--- config.mk ---
export PLATFORM = sky130hd
export DESIGN_NAME = uart_byte_fifo
export DESIGN_NICKNAME = d
export VERILOG_FILES = /design/src/rtl/uart_byte_fifo.sv
export SDC_FILE = /design/constraint.sdc
export NUM_CORES = 1
export LEC_CHECK = 0
export CAP_MARGIN = 20
export CORE_ASPECT_RATIO = 1.4
export CORE_UTILIZATION = 40
export DETAILED_ROUTE_END_ITERATION = 8
export GPL_TIMING_DRIVEN = 0
export SLEW_MARGIN = 25
export SYNTH_ARGS = -nofsm -noshare
export SYNTH_HDL_FRONTEND = slang
export SYNTH_SLANG_ARGS = --single-unit
--- constraint.sdc ---
create_clock -name clk -period 3.42 [get_ports clk]
set_input_delay 0.684 -clock clk [delete_from_list [all_inputs] [get_ports clk]]
set_output_delay 0.684 -clock clk [all_outputs]
set_load 0.005 [all_outputs]
--- src/rtl/uart_byte_fifo.sv ---
// Byte FIFO between a UART receiver and sender, with a four-phase req/ack handshake on each side.
// Optional macro UART_FIFO_DROP_EN: when full, acknowledge and discard incoming bytes instead of stalling.
module uart_byte_fifo #(
  parameter int DEPTH = 8,
  parameter int CW    = 4
) (
  input  logic          clk,
  input  logic          clr,
  input  logic          in_req,
  input  logic [7:0]    in_data,
  output logic          in_ack,
  output logic          out_req,
  output logic [7:0]    out_data,
  input  logic          out_ack,
  output logic [CW-1:0] count,
  output logic [7:0]    drop_cnt,
  output logic [2:0]    fsm_state
);

  localparam int AW = (DEPTH > 1) ? $clog2(DEPTH) : 1;

  // Handshake (both sides): req rises, ack rises, req falls, ack falls.
  // A byte moves only on the rising edge of ack; nothing else completes a transfer.
  typedef enum logic [0:0] {IN_IDLE, IN_WAIT} in_state_t;
  typedef enum logic [1:0] {OUT_IDLE, OUT_ACK, OUT_REL} out_state_t;

  in_state_t  in_state, in_next;
  out_state_t out_state, out_next;

  logic [7:0]    mem [DEPTH];
  logic [AW-1:0] wr_ptr, rd_ptr;
  logic          full, empty;
  logic          do_write, do_pop, do_load;

  assign full      = (count == CW'(DEPTH));
  assign empty     = (count == '0);
  assign in_ack    = (in_state == IN_WAIT);
  assign out_req   = (out_state == OUT_ACK);
  assign fsm_state = {in_state, out_state};

`ifdef UART_FIFO_DROP_EN
  logic do_drop;
`endif

  always_comb begin
    in_next  = in_state;
    do_write = 1'b0;
`ifdef UART_FIFO_DROP_EN
    do_drop  = 1'b0;
`endif
    case (in_state)
      IN_IDLE: begin
        if (in_req) begin
          if (!full) begin
            do_write = 1'b1;
            in_next  = IN_WAIT;
          end
`ifdef UART_FIFO_DROP_EN
          else begin
            do_drop = 1'b1;
            in_next = IN_WAIT;
          end
`endif
        end
      end
      IN_WAIT: if (!in_req) in_next = IN_IDLE;
      default: in_next = IN_IDLE;
    endcase
  end

  always_comb begin
    out_next = out_state;
    do_load  = 1'b0;
    do_pop   = 1'b0;
    case (out_state)
      OUT_IDLE: begin
        if (!empty) begin
          do_load  = 1'b1;
          out_next = OUT_ACK;
        end
      end
      OUT_ACK: begin
        if (out_ack) begin
          do_pop   = 1'b1;
          out_next = OUT_REL;
        end
      end
      OUT_REL: if (!out_ack) out_next = OUT_IDLE;
      default: out_next = OUT_IDLE;
    endcase
  end

  always_ff @(posedge clk or posedge clr) begin
    if (clr) begin
      in_state  <= IN_IDLE;
      out_state <= OUT_IDLE;
      wr_ptr    <= '0;
      rd_ptr    <= '0;
      count     <= '0;
      out_data  <= 8'h00;
    end else begin
      in_state  <= in_next;
      out_state <= out_next;
      if (do_write) wr_ptr <= wr_ptr + 1'b1;
      if (do_pop)   rd_ptr <= rd_ptr + 1'b1;
      // out_data only loads in OUT_IDLE, so it is frozen for the whole request.
      if (do_load)  out_data <= mem[rd_ptr];
      case ({do_write, do_pop})
        2'b10:   count <= count + 1'b1;
        2'b01:   count <= count - 1'b1;
        default: count <= count;
      endcase
    end
  end

  always_ff @(posedge clk) begin
    if (do_write) mem[wr_ptr] <= in_data;
  end

`ifdef UART_FIFO_DROP_EN
  always_ff @(posedge clk or posedge clr) begin
    if (clr) drop_cnt <= 8'h00;
    else if (do_drop && drop_cnt != 8'hFF) drop_cnt <= drop_cnt + 8'h01;
  end
`else
  assign drop_cnt = 8'h00;
`endif

endmodule

==> impl_metrics.json <==
{
  "synth-simple-area-share_pct": 6.277,
  "min_period_ns": 2.625,
  "swShare_pct": 31.42,
  "grt_pass1_vias": 2008,
  "routedWlPerCell_um": 17.34,
  "holdPathStages": 1,
  "seqPwrFrac_pct": 41.0,
  "chipHeight_um": 113.1,
  "min_path_type": "reg2reg",
  "design.core.area_um2": 8558,
  "reg2reg_depth": 11,
  "cts.clk_slew.worst_paths_ns": 0.06,
  "total_power_mw": 3.541,
  "setup_viol": 0,
  "hold_end": "wr_ptr[0]",
  "synth_edf_count": 64,
  "drc": 0,
  "maxCapViolCount": 0,
  "numCtsBuffers": 9,
  "ys_ff_latch": 85,
  "whs_ns": 0.5239,
  "setup_ws_ns": 0.7955,
  "rsz0062_at_grt": "false",
  "async_flop_share_pct": 24.71,
  "place_ws_ns": 0.6419,
  "crit-reg2reg-launch": "count[1]",
  "slew_violations": 0,
  "cts_setup_buffers": 0,
  "cts.hold.buffers_added": 0,
  "die_w_um": 81.38,
  "synth_adder_area_share_pct": 1.773,
  "yosysTopAreaCell": "edfxtp_1",
  "clk_latency_ns": 0.33,
  "synth.area.top_cells": "edfxtp_1, dfrtp_1, mux2i_1, a22oi_1, buf_4",
  "p_comb_share_pct": 32.5,
  "via_per_inst": 4.985,
  "grt-ovfl-total": 0,
  "clk_path_buf_depth": 2,
  "htreeDepth": 3,
  "grt_use_total_pct": 16.61,
  "crit_path_max_fanout": 8,
  "initial_core_util_pct": 41.23,
  "clockPowerShare_pct": 26.5,
  "drive_above_1_share_pct": 12.15,
  "timing.rr.end": "count[2]",
  "fmax_mhz": 381.0,
  "yosysWarnings": 0,
  "antenna-diode-count": 0,
  "power_density_nw_per_um2": 828.1,
  "post-route-period-util_pct": 76.74,
  "critPathRequiredTime_ns": 3.63,
  "port_buffers": 28,
  "drt_iter0_markers": 136,
  "hold_viol": 0,
  "worstSetupEndpointType": "flip-flop",
  "netlist_area_um2": 3528,
  "syn_avg_cell_area_um2": 15.01,
  "final_cell_area_um2": 4277,
  "rows": 40,
  "grt_start_max_net_pins": 22,
  "synth_mux_area_share_pct": 10.14,
  "synthesis.instances": 235,
  "finalClockSkew_ns": 0.01105,
  "ys.flop_type": "edfxtp_1",
  "worstHoldStart": "wr_ptr[0]",
  "ys_seq_area_share_pct": 69.36,
  "ir_worst_vdd_v": 0.0004396,
  "rrSetupSlack_ns": 0.80,
  "start_kind": "flip-flop",
  "antenna_found_initial": 0,
  "place_inst": 377,
  "dp_hpwl_um": 4322,
  "syn2layout_area_growth_pct": 21.21,
  "finish.utilization_pct": 49.97,
  "slew_headroom_pct": 35.38,
  "synth_xor_xnor_area_share_pct": 2.482,
  "first_pass_iters": 4,
  "postRouteAntennaNets": 0,
  "grt_pass1_wl_um": 10650,
  "place_area_um2": 3991,
  "power.switching_mw": 1.113,
  "cts_tree": "done",
  "tns_ns": 0,
  "leakagePower_nw": 1.639,
  "cts_sinks": 85,
  "yosys.area.top_type_share_pct": 54.47,
  "drt-total-wl_um": 6813,
  "ios": 37,
  "critPathArrivalTime_ns": 2.84,
  "die-area_um2": 9206,
  "gp_congestion": 0.7570,
  "instances_no_fill": 393,
  "post_synth_num_cell_types": 34,
  "internal-power_mw": 2.429,
  "via_count": 1959,
  "worst_pin_slew_ns": 0.9657,
  "outcome": "complete, no violations",
  "nNetsFinal": 300,
  "cts.repair.resized": 0,
  "synth_compound_area_share_pct": 5.355,
  "critical_path_class": "reg2reg",
  "cts-root-buf": "clkbuf_16",
  "synth_top_family_by_area": "multiplexers"
}
layer usage:
metal  vias to the layer above  share of wire [%]  GRT usage (%)
met2                        59                 52          27.72
met4                         0                2.2          11.07
met1                       942                 41          19.41
met3                        12                5.0          2.258
li1                        946                  -              -
met5                         -                  0              0
worst max path at each step:
stage / start / to / slack, ns / cells after the start
floorplan: count[1] / count[2] / 0.99 / 11
global route: count[1] / count[2] / 0.63 / 11
CTS: count[1] / count[2] / 0.79 / 11
finish: count[1] / count[2] / 0.80 / 11
detailed placement: in_req / mem[2][5] / 0.64 / 5
global placement: in_req / mem[0][6] / 0.18 / 5
Yosys cell counts (3+ instances only):
library cell   n
dfrtp_1       21
mux2i_1       32
xnor2_1        6
nor3_1         3
nor2_1         9
nand2_1        4
buf_2          4
edfxtp_1      64
xor2_1         4
nor2b_1        3
o21ai_0        8
nand3_1       10
clkbuf_1       3
ha_1           5
nand2b_1       4
inv_1         12
buf_4          9
a22oi_1       16
power groups by stage:
stage | logic (mW) | clock network, mW | registers (mW)
6_report | 1.15 | 0.938 | 1.45
5_1_grt | 1.28 | 0.990 | 1.48
4_1_cts | 1.17 | 0.951 | 1.46
3_5_place_dp | 1.17 | 0 | 1.48
3_3_place_gp | 1.15 | 0 | 1.47
2_1_floorplan | 0.722 | 0 | 1.45
registers in the layout, summed over array words and instances, names as in the netlist:
signal and count:
count 4, in_ack 1, mem 64, out_data 8, out_state 2, rd_ptr 3, wr_ptr 3
worst max-delay path, cell delays in order, from the launching register on:
cell and delay (ns):
dfrtp_1 0.46, or4b_1 0.58, and3b_1 0.20, buf_6 0.13, inv_1 0.07, ha_1 0.26
xor2_1 0.10, ha_1 0.18, a21oi_1 0.14, xor2_1 0.16, nor2_1 0.06, xor2_1 0.14
cells by family (layout without fill, tap and decap cells):
logic type	Yosys count	after routing
buffers and inverters	30	76
AO/OA/AOI/OAI	28	28
XOR/XNOR	10	10
flip-flops	85	85
other	1	8
AND/OR/NAND/NOR	41	41
adder cells (fa/ha/maj)	5	5
multiplexers	35	35
final cells by class:
type                    instances  area (um^2)
plain buffers                  18        113.9
clock buffers                  11        232.7
clock inverters                 5        52.55
fillers                       737         4282
inverters                      12        45.04
multi-input cells             127        958.4
flip-flops and latches         85         2447
well taps                     105        131.4
repair buffers                 30        295.3
layout by cell type, fill, tap and decap left out, types with 2 or more instances in the layout:
cell type and count:
xnor2_1 6, ha_1 5, nand3_1 10, clkbuf_1 5, inv_1 12, nor3_2 3
clkdlybuf4s50_1 28, mux2i_1 32, conb_1 8, clkinv_2 2, dfrtp_1 21, nor2_1 9
o21ai_0 8, nor4_1 2, nor2b_1 3, edfxtp_1 64, a22oi_1 16, buf_4 11
nand2_1 4, nand2b_1 4, mux2_2 2, clkbuf_16 9, buf_2 4, xor2_1 4
No activity file was read; power rests on OpenSTA's default activity.
